<file path="config.mk">
export PLATFORM = sky130hd
export DESIGN_NAME = serial_adder
export DESIGN_NICKNAME = d
export VERILOG_FILES = /design/src/rtl/serial_adder_pkg.sv /design/src/rtl/serial_adder_full_adder_cell.sv /design/src/rtl/serial_adder.sv
export SDC_FILE = /design/constraint.sdc
export NUM_CORES = 1
export LEC_CHECK = 0
export CAP_MARGIN = 20
export CELL_PAD_IN_SITES_DETAIL_PLACEMENT = 1
export CELL_PAD_IN_SITES_GLOBAL_PLACEMENT = 1
export CORE_MARGIN = 3
export CORE_UTILIZATION = 41
export DETAILED_ROUTE_END_ITERATION = 10
export GPL_TIMING_DRIVEN = 0
export PLACE_DENSITY_LB_ADDON = 0.1
export SKIP_LAST_GASP = 1
export SYNTH_ARGS = -nofsm -noshare
export SYNTH_HDL_FRONTEND = slang
export SYNTH_SLANG_ARGS = --single-unit
export TNS_END_PERCENT = 100
</file>
<file path="constraint.sdc">
create_clock -name clk -period 1.63 [get_ports clk]
set_input_delay 0.489 -clock clk [delete_from_list [all_inputs] [get_ports clk]]
set_output_delay 0.489 -clock clk [all_outputs]
set_load 0.005 [all_outputs]
</file>
<file path="src/rtl/serial_adder_pkg.sv">
// Shared definitions for the bit-serial adder/subtractor.
// The state encodings are kept as plain constants so other blocks can decode the state without the enum type.
package serial_adder_pkg;

    localparam logic [1:0] ST_IDLE = 2'd0;
    localparam logic [1:0] ST_RUN  = 2'd1;
    localparam logic [1:0] ST_DONE = 2'd2;

    typedef enum logic [1:0] {
        IDLE = ST_IDLE,
        RUN  = ST_RUN,
        DONE = ST_DONE
    } state_t;

endpackage

</file>
<file path="src/rtl/serial_adder_full_adder_cell.sv">
// Single-bit full adder: the only arithmetic cell in the serial datapath.
module full_adder_cell (
    input  logic x,
    input  logic y,
    input  logic cin,
    output logic s,
    output logic cout
);

    assign s    = x ^ y ^ cin;
    assign cout = (x & y) | (x & cin) | (y & cin);

endmodule

</file>
<file path="src/rtl/serial_adder.sv">
// Bit-serial add/subtract, LSB first, one full-adder cell and a registered carry.
// Results are held in output registers until the next operation completes.
//
// state | meaning
// IDLE  | waiting for start
// RUN   | one operand bit per clock, WIDTH clocks
// DONE  | one-cycle done pulse, start accepted back-to-back
module serial_adder
    import serial_adder_pkg::*;
#(
    parameter int WIDTH = 8
) (
    input  logic             clk,
    input  logic             rst_n,
    input  logic             start,
    input  logic             sub,
    input  logic [WIDTH-1:0] a,
    input  logic [WIDTH-1:0] b,
    output logic             busy,
    output logic             done,
    output logic [WIDTH-1:0] sum,
    output logic             carry_out,
    output logic             overflow
);

    localparam int CNT_W = $clog2(WIDTH + 1);
    localparam logic [CNT_W-1:0] CNT_LAST = CNT_W'(WIDTH - 1);

    state_t           st, st_nxt;
    logic [WIDTH-1:0] a_sh, b_sh, sum_sh, sum_nxt;
    logic [CNT_W-1:0] cnt;
    logic             c;
    logic             fa_s, fa_cout;
    logic             accept, last;

    full_adder_cell u_fa (
        .x    (a_sh[0]),
        .y    (b_sh[0]),
        .cin  (c),
        .s    (fa_s),
        .cout (fa_cout)
    );

    assign accept  = start && (st == IDLE || st == DONE);
    assign last    = (st == RUN) && (cnt == CNT_LAST);
    // New sum bit enters at the MSB so the LSB lands at bit 0 after WIDTH shifts.
    assign sum_nxt = (sum_sh >> 1) | (WIDTH'(fa_s) << (WIDTH - 1));

    always_ff @(posedge clk or negedge rst_n) begin
        if (!rst_n) begin
            st <= IDLE;
        end else begin
            st <= st_nxt;
        end
    end

    always_comb begin
        st_nxt = st;
        busy   = 1'b0;
        done   = 1'b0;
        case (st)
            IDLE: begin
                if (accept) st_nxt = RUN;
            end
            RUN: begin
                busy = 1'b1;
                if (last) st_nxt = DONE;
            end
            DONE: begin
                done   = 1'b1;
                st_nxt = accept ? RUN : IDLE;
            end
            default: st_nxt = IDLE;
        endcase
    end

    always_ff @(posedge clk or negedge rst_n) begin
        if (!rst_n) begin
            a_sh      <= '0;
            b_sh      <= '0;
            sum_sh    <= '0;
            cnt       <= '0;
            c         <= 1'b0;
            sum       <= '0;
            carry_out <= 1'b0;
            overflow  <= 1'b0;
        end else if (accept) begin
            // Subtraction is a + ~b + 1: invert b and seed the carry.
            a_sh <= a;
            b_sh <= sub ? ~b : b;
            c    <= sub;
            cnt  <= '0;
        end else if (st == RUN) begin
            a_sh   <= a_sh >> 1;
            b_sh   <= b_sh >> 1;
            sum_sh <= sum_nxt;
            c      <= fa_cout;
            cnt    <= cnt + CNT_W'(1);
            if (last) begin
                sum       <= sum_nxt;
                carry_out <= fa_cout;
                overflow  <= c ^ fa_cout;
            end
        end
    end

endmodule

</file>
Word-level counts from Yosys, hierarchy flattened:

Index checks and enable logic that the tools add are counted.

* memories kept: 0
* bits in writable memories: 0
* input bits: 20
* memory bits (read-only): 0
* flip-flop bits (word level): 41
* bits in latches: 0

* add/sub/neg operators: 1
* mux-type cells: 15
* equal/unequal tests: 5
* bitwise operators: 11
* shift operators: 0
* divide/modulo/power cells: 0
* multipliers: 0
* $lt $le $gt $ge: 0
* reduce and logical (&&, ||, !) cells: 8

Operators with widths (number)
* two-way mux 8 bit: 5
* two-way mux 4 bit: 2
* NOT 8 bit: 1
* bitwise OR 7 x 8 -> 8 bit: 1
* case mux 2 bit (3 select lines): 1
* two-way mux 1 bit: 5
* adder 4 x 1 -> 4 bit, second input constant: 1
* == test 4 x 3 -> 1 bit, second input constant: 1
* two-way mux 2 bit: 2
* != test 2 bit, second input constant: 2
* AND reduction 2 bit: 2
* AND 1 bit: 3
* AND reduction 3 bit: 1
* bitwise XOR 1 bit: 3
* == test 2 x 1 -> 1 bit, second input constant: 1
* == test 2 bit, second input constant: 1
* logical AND 1 bit: 2
* logical NOT 2 bit: 1
* bitwise OR 1 bit: 2
* nonzero test 2 bit: 1
* logical OR 1 bit: 1
* NOT 1 bit: 1

Longest topological paths before layout:

Gate-level depths: netlist of the first run.

* depth in word-level cells: 5
* gate-level depth with buffers: 7
* gate-level depth less buffers: 4

Modules after synthesis:

Synthesis of the first run repeated with hierarchy kept, for this count alone.

* cell total of the unflattened synthesis: 156
* area, all modules: 1780.5 um^2

By module, submodules not included
* serial_adder: area an instance 1760.4 um^2, cells each 155, instances 1, sequential area each 1001.0 um^2
* full_adder_cell: area an instance 20.0 um^2, cells each 1, instances 1, sequential area each 0.0 um^2

Worst setup path after synthesis of the first run:

OpenSTA, ideal clock, no wires.

* path type: flip-flop to output port
* start point: register st[1]
* end point: output port busy
* cell stages (with the launch flop): 6
* data arrival time: 0.966 ns
* path buffers: 3
* path slack: 0.175 ns
* data required time: 1.141 ns
* cells stage by stage: dfrtp_1 > nand2b_1 > buf_6 > inv_4 > buf_6 > buf_2

* longest elaborated chain between the ends: 2

RTL lines
* start: declaration: RTL line serial_adder.sv:29 `state_t st, st_nxt;`
* start signal: assignment: RTL line serial_adder.sv:53 `st <= st_nxt;`
* == test 2 x 1 -> 1 bit: RTL line serial_adder.sv:61 `case (st)`
* two-way mux 1 bit: RTL line serial_adder.sv:61
* end: declaration: RTL line serial_adder.sv:19 `output logic busy,`

Every way passes these cells.

Worst setup path in the final report of the first run:

* start point: register st[0]
* end point: output port done

* longest elaborated chain between the ends: 2

RTL lines
* == test 2 bit: RTL line serial_adder.sv:61
* two-way mux 1 bit: RTL line serial_adder.sv:61
* end: declaration: RTL line serial_adder.sv:20 `output logic done,`

Every way passes these cells.

==> results of run 1 <==
## state kept, by name, indices dropped and copies added, names as in the netlist
register and flops:
cnt 4, b_sh 8, sum_sh 7, sum 8
c 1, st 2, carry_out 1, overflow 1
a_sh 8
## repair_timing
item	in CTS	in global routing
gates resized for setup	25	6
hold endpoints to repair	0	0
buffers inserted	10	0
pin swaps	0	0
endpoints found under the setup margin	20	21
## metal layers
layer,up-vias,share of wire
met5,-,0
met4,0,0.012
met3,5,0.039
met2,27,0.50
met1,657,0.44
li1,617,-
## cells by family (layout without fill, tap and decap cells)
group / count (synthesis) / in the layout / synth area share
adders and majority gates: 2 / 2 / 0.0180
xor gates and xnor gates: 10 / 10 / 0.0485
muxes: 13 / 13 / 0.0984
buffers and inverters: 11 / 56 / 0.0478
and+or+nand+nor: 61 / 61 / 0.148
DFF: 40 / 40 / 0.554
AOI/OAI and AO/OA: 19 / 19 / 0.0846
## cell usage after synthesis (all sizes together) (2+ instances only)
cell type   n  area (um^2)
dfrtp      40         1000
nand2      36          135
nor2       16         67.6
mux2       11          158
xnor2       8         70.1
a221o       7         70.1
buf         7         68.8
a31oi       6         37.5
a22o        3         26.3
clkbuf      3         11.3
mux2i       2         20.0
nand2b      2         12.5
xor2        2         17.5
## worst min path at each step
| stage | from | to | slack, ns | cells past startpoint |
|---|---|---|---|---|
| after floorplan | rst_n | a_sh[0]$_DFFE_PN0P_ | 0.19 | 0 |
| after global placement | sum_sh[1]$_DFFE_PN0P_ | sum_sh[1]$_DFFE_PN0P_ | 0.46 | 2 |
| after detailed placement | a_sh[7]$_DFFE_PN0P_ | a_sh[7]$_DFFE_PN0P_ | 0.49 | 1 |
| after CTS | rst_n | sum[4]$_DFFE_PN0P_ | 0.36 | 1 |
| after global routing | rst_n | sum[6]$_DFFE_PN0P_ | 0.39 | 1 |
| final | rst_n | sum[6]$_DFFE_PN0P_ | 0.32 | 1 |
## final cells by class
cell class,count,area (um^2),area share
inverters,1,6.26,0.00271
clock inverters,2,12.5,0.00542
flip-flops and latches,40,1000,0.434
plain buffers,8,72.6,0.0315
repair buffers,40,358,0.155
well taps,50,62.6,0.0271
multi-input cells,105,726,0.315
clock buffers,5,68.8,0.0298
## stage by stage
step,TNS (ns),util
2_1_floorplan,0,-
3_5_place_dp,-5.59,0.526
6_report,-0.00944,0.561
3_3_place_gp,-40.44,0.527
4_1_cts,-0.135,0.565
5_1_grt,-0.0771,0.561
## where the power goes
group	total, uW	internal (uW)	switching [uW]
Sequential	1760	1450	305
Clock	640	290	350
Combinational	1950	1060	888
Total	4350	2800	1540
## worst reg2reg max path: cells and delay by family, from the launching register on
family	cells	cell delay [ns]
flip-flops	1	0.39
AND/OR/NAND/NOR	2	0.41
buffers and inverters	3	0.33
multiplexers	1	0.31
==> run_results.csv, run 1 <==
group,metric,value,unit
worst_hold_path,hold_class,"input port to async pin",
cts,cts_sinks,40,
place,dp_hpwl,2.64,mm
layout,syn_to_final_growth,27.8,%
worst_setup_path,cpLargestDelayFamily,"flip-flops",
global_route,grt_usage,0.178,
place,gp_congestion,0.759,
route,drt_pass1_iterations,4,
layout,final_common_cell,"dfrtp_1",
yosys,synth_cells,156,
worst_setup_path,path_max_fanout,2,
floorplanning,ios,32,
place,portBuffers,30,
route,totalWireLength,4.04,mm
timing,clock_skew,0.0101,ns
global_route,antenna_found_initial,0,
route,drtAntennaViolNets,0,
cts,h-tree-depth,2,
place,post-place-ws,-0.496,ns
worst_setup_path,worst-path-buf-inv,2,
route,vias,1306,
yosys,ys_dominant_reg_cell,"dfrtp_1",
global_route,grt_pass1_wl,7.09,mm
cts,cts_tree,"done",
timing,worst_pin_slew,0.892,ns
layout,final_layout_size_suffix_gt1_frac,0.209,
layout,fin_cells,251,
route,avgViaCountPerCell,5.20,
yosys,synth_seq_cells,40,
worst_setup_path,max_stage_delay,0.43,ns
cts,cts-root-buf,"clkbuf_8",
place,detailed_place.area,2160,um^2
global_route,use_met3,0.0471,
floorplanning,die_w,72.4,um
worst_setup_path,cp_cell_sequence,"buf_6, and2b_1, buf_2",
power,cellLeakagePower,0.00110,uW
cts,cts_made_buffers,5,
global_route,met1_usage,0.226,
timing,slew_violations,0,
power,power.density,1880,nW/um^2
power,power.ir.vdd_worst,0.628,mV
cts,worstSkewPairLatency,0.29,ns
floorplanning,floorplan.initialDensity,0.439,
route,drcViolationCount,0,
timing,max_freq,610,MHz
global_route,grt_pass1_vias,1433,
timing,finalSetupViolations,1,
job,cap_violations,0,
yosys,yosysUniqueCellTypes,30,
run_status,violations,"negative setup slack",
route,route.detailed.wl_per_inst,16.1,um
yosys,synthesis.area,1810,um^2
yosys,seq_area_frac_synth,0.554,
global_route,met2_usage,0.303,
timing,post-route-period-util,1.01,
worst_setup_path,end_kind,"output pin",
floorplanning,design.core.area,4120,um^2
worst_setup_path,worstPathRequired,1.14,ns
global_route,grt_max_degree,41,
cts,clk_path_buf_depth,2,
yosys,synthArstFlopShare,1.00,
global_route,grt_busiest_layer,"met2",
yosys,synth_edf_count,0,
place,place_inst,236,
floorplanning,die_h,72.4,um
timing,fin_crit,1.64,ns
worst_setup_path,crit_cells,3,
floorplanning,rows,23,
worst_setup_path,crit-reg2reg-capture,"sum[3]$_DFFE_PN0P_",
timing,hold_viol,0,
cts,ctsHoldBuffers,0,
worst_setup_path,crit_end,"done",
worst_setup_path,cp-startpoint,"st[0]$_DFFE_PN0P_",
yosys,syn_nets,178,
layout,layout_common_cells,"40 x dfrtp_1, 36 x nand2_1, 17 x clkdlybuf4s50_1",
worst_setup_path,r2r_cells,6,
worst_setup_path,r2r_start,"st[1]$_DFFE_PN0P_",
run_status,status,"finished, violations left",
worst_setup_path,crit_type,"flop to output pin",
layout,finalNetCount,223,
cts,clk_pin_slew,0.08,ns
global_route,grt-ovfl-total,0,
route,drt_iter0_markers,68,
layout,nFillCells,451,
layout,n_antenna_cell,0,
worst_setup_path,crit_slowest_cell,"dfrtp_1",
worst_setup_path,rrSetupSlack,0.08,ns
worst_setup_path,start_kind,"flop",
worst_setup_path,cp.arrival,1.15,ns
layout,fin_area,2310,um^2
yosys,yosys_warnings,0,
timing,whs,0.321,ns
power,power.total,4350,uW
floorplanning,die_area,5240,um^2
timing,rsz0062_at_grt,"true",
timing,worst_slack,-0.00944,ns
yosys,syn_area_per_cell,11.6,um^2
timing,slew_headroom,0.406,
(Power assumes the default switching activity.)
==> run 2: changes to the inputs <==
--- a/config.mk
+++ b/config.mk
@@ -10,6 +10,7 @@
 export CELL_PAD_IN_SITES_GLOBAL_PLACEMENT = 1
 export CORE_MARGIN = 3
 export CORE_UTILIZATION = 41
+export CTS_CLUSTER_DIAMETER = 60
 export DETAILED_ROUTE_END_ITERATION = 10
 export GPL_TIMING_DRIVEN = 0
 export PLACE_DENSITY_LB_ADDON = 0.1
==> results of run 2 <==
The final DEF is identical to that of run 1; final timing and power are the same.
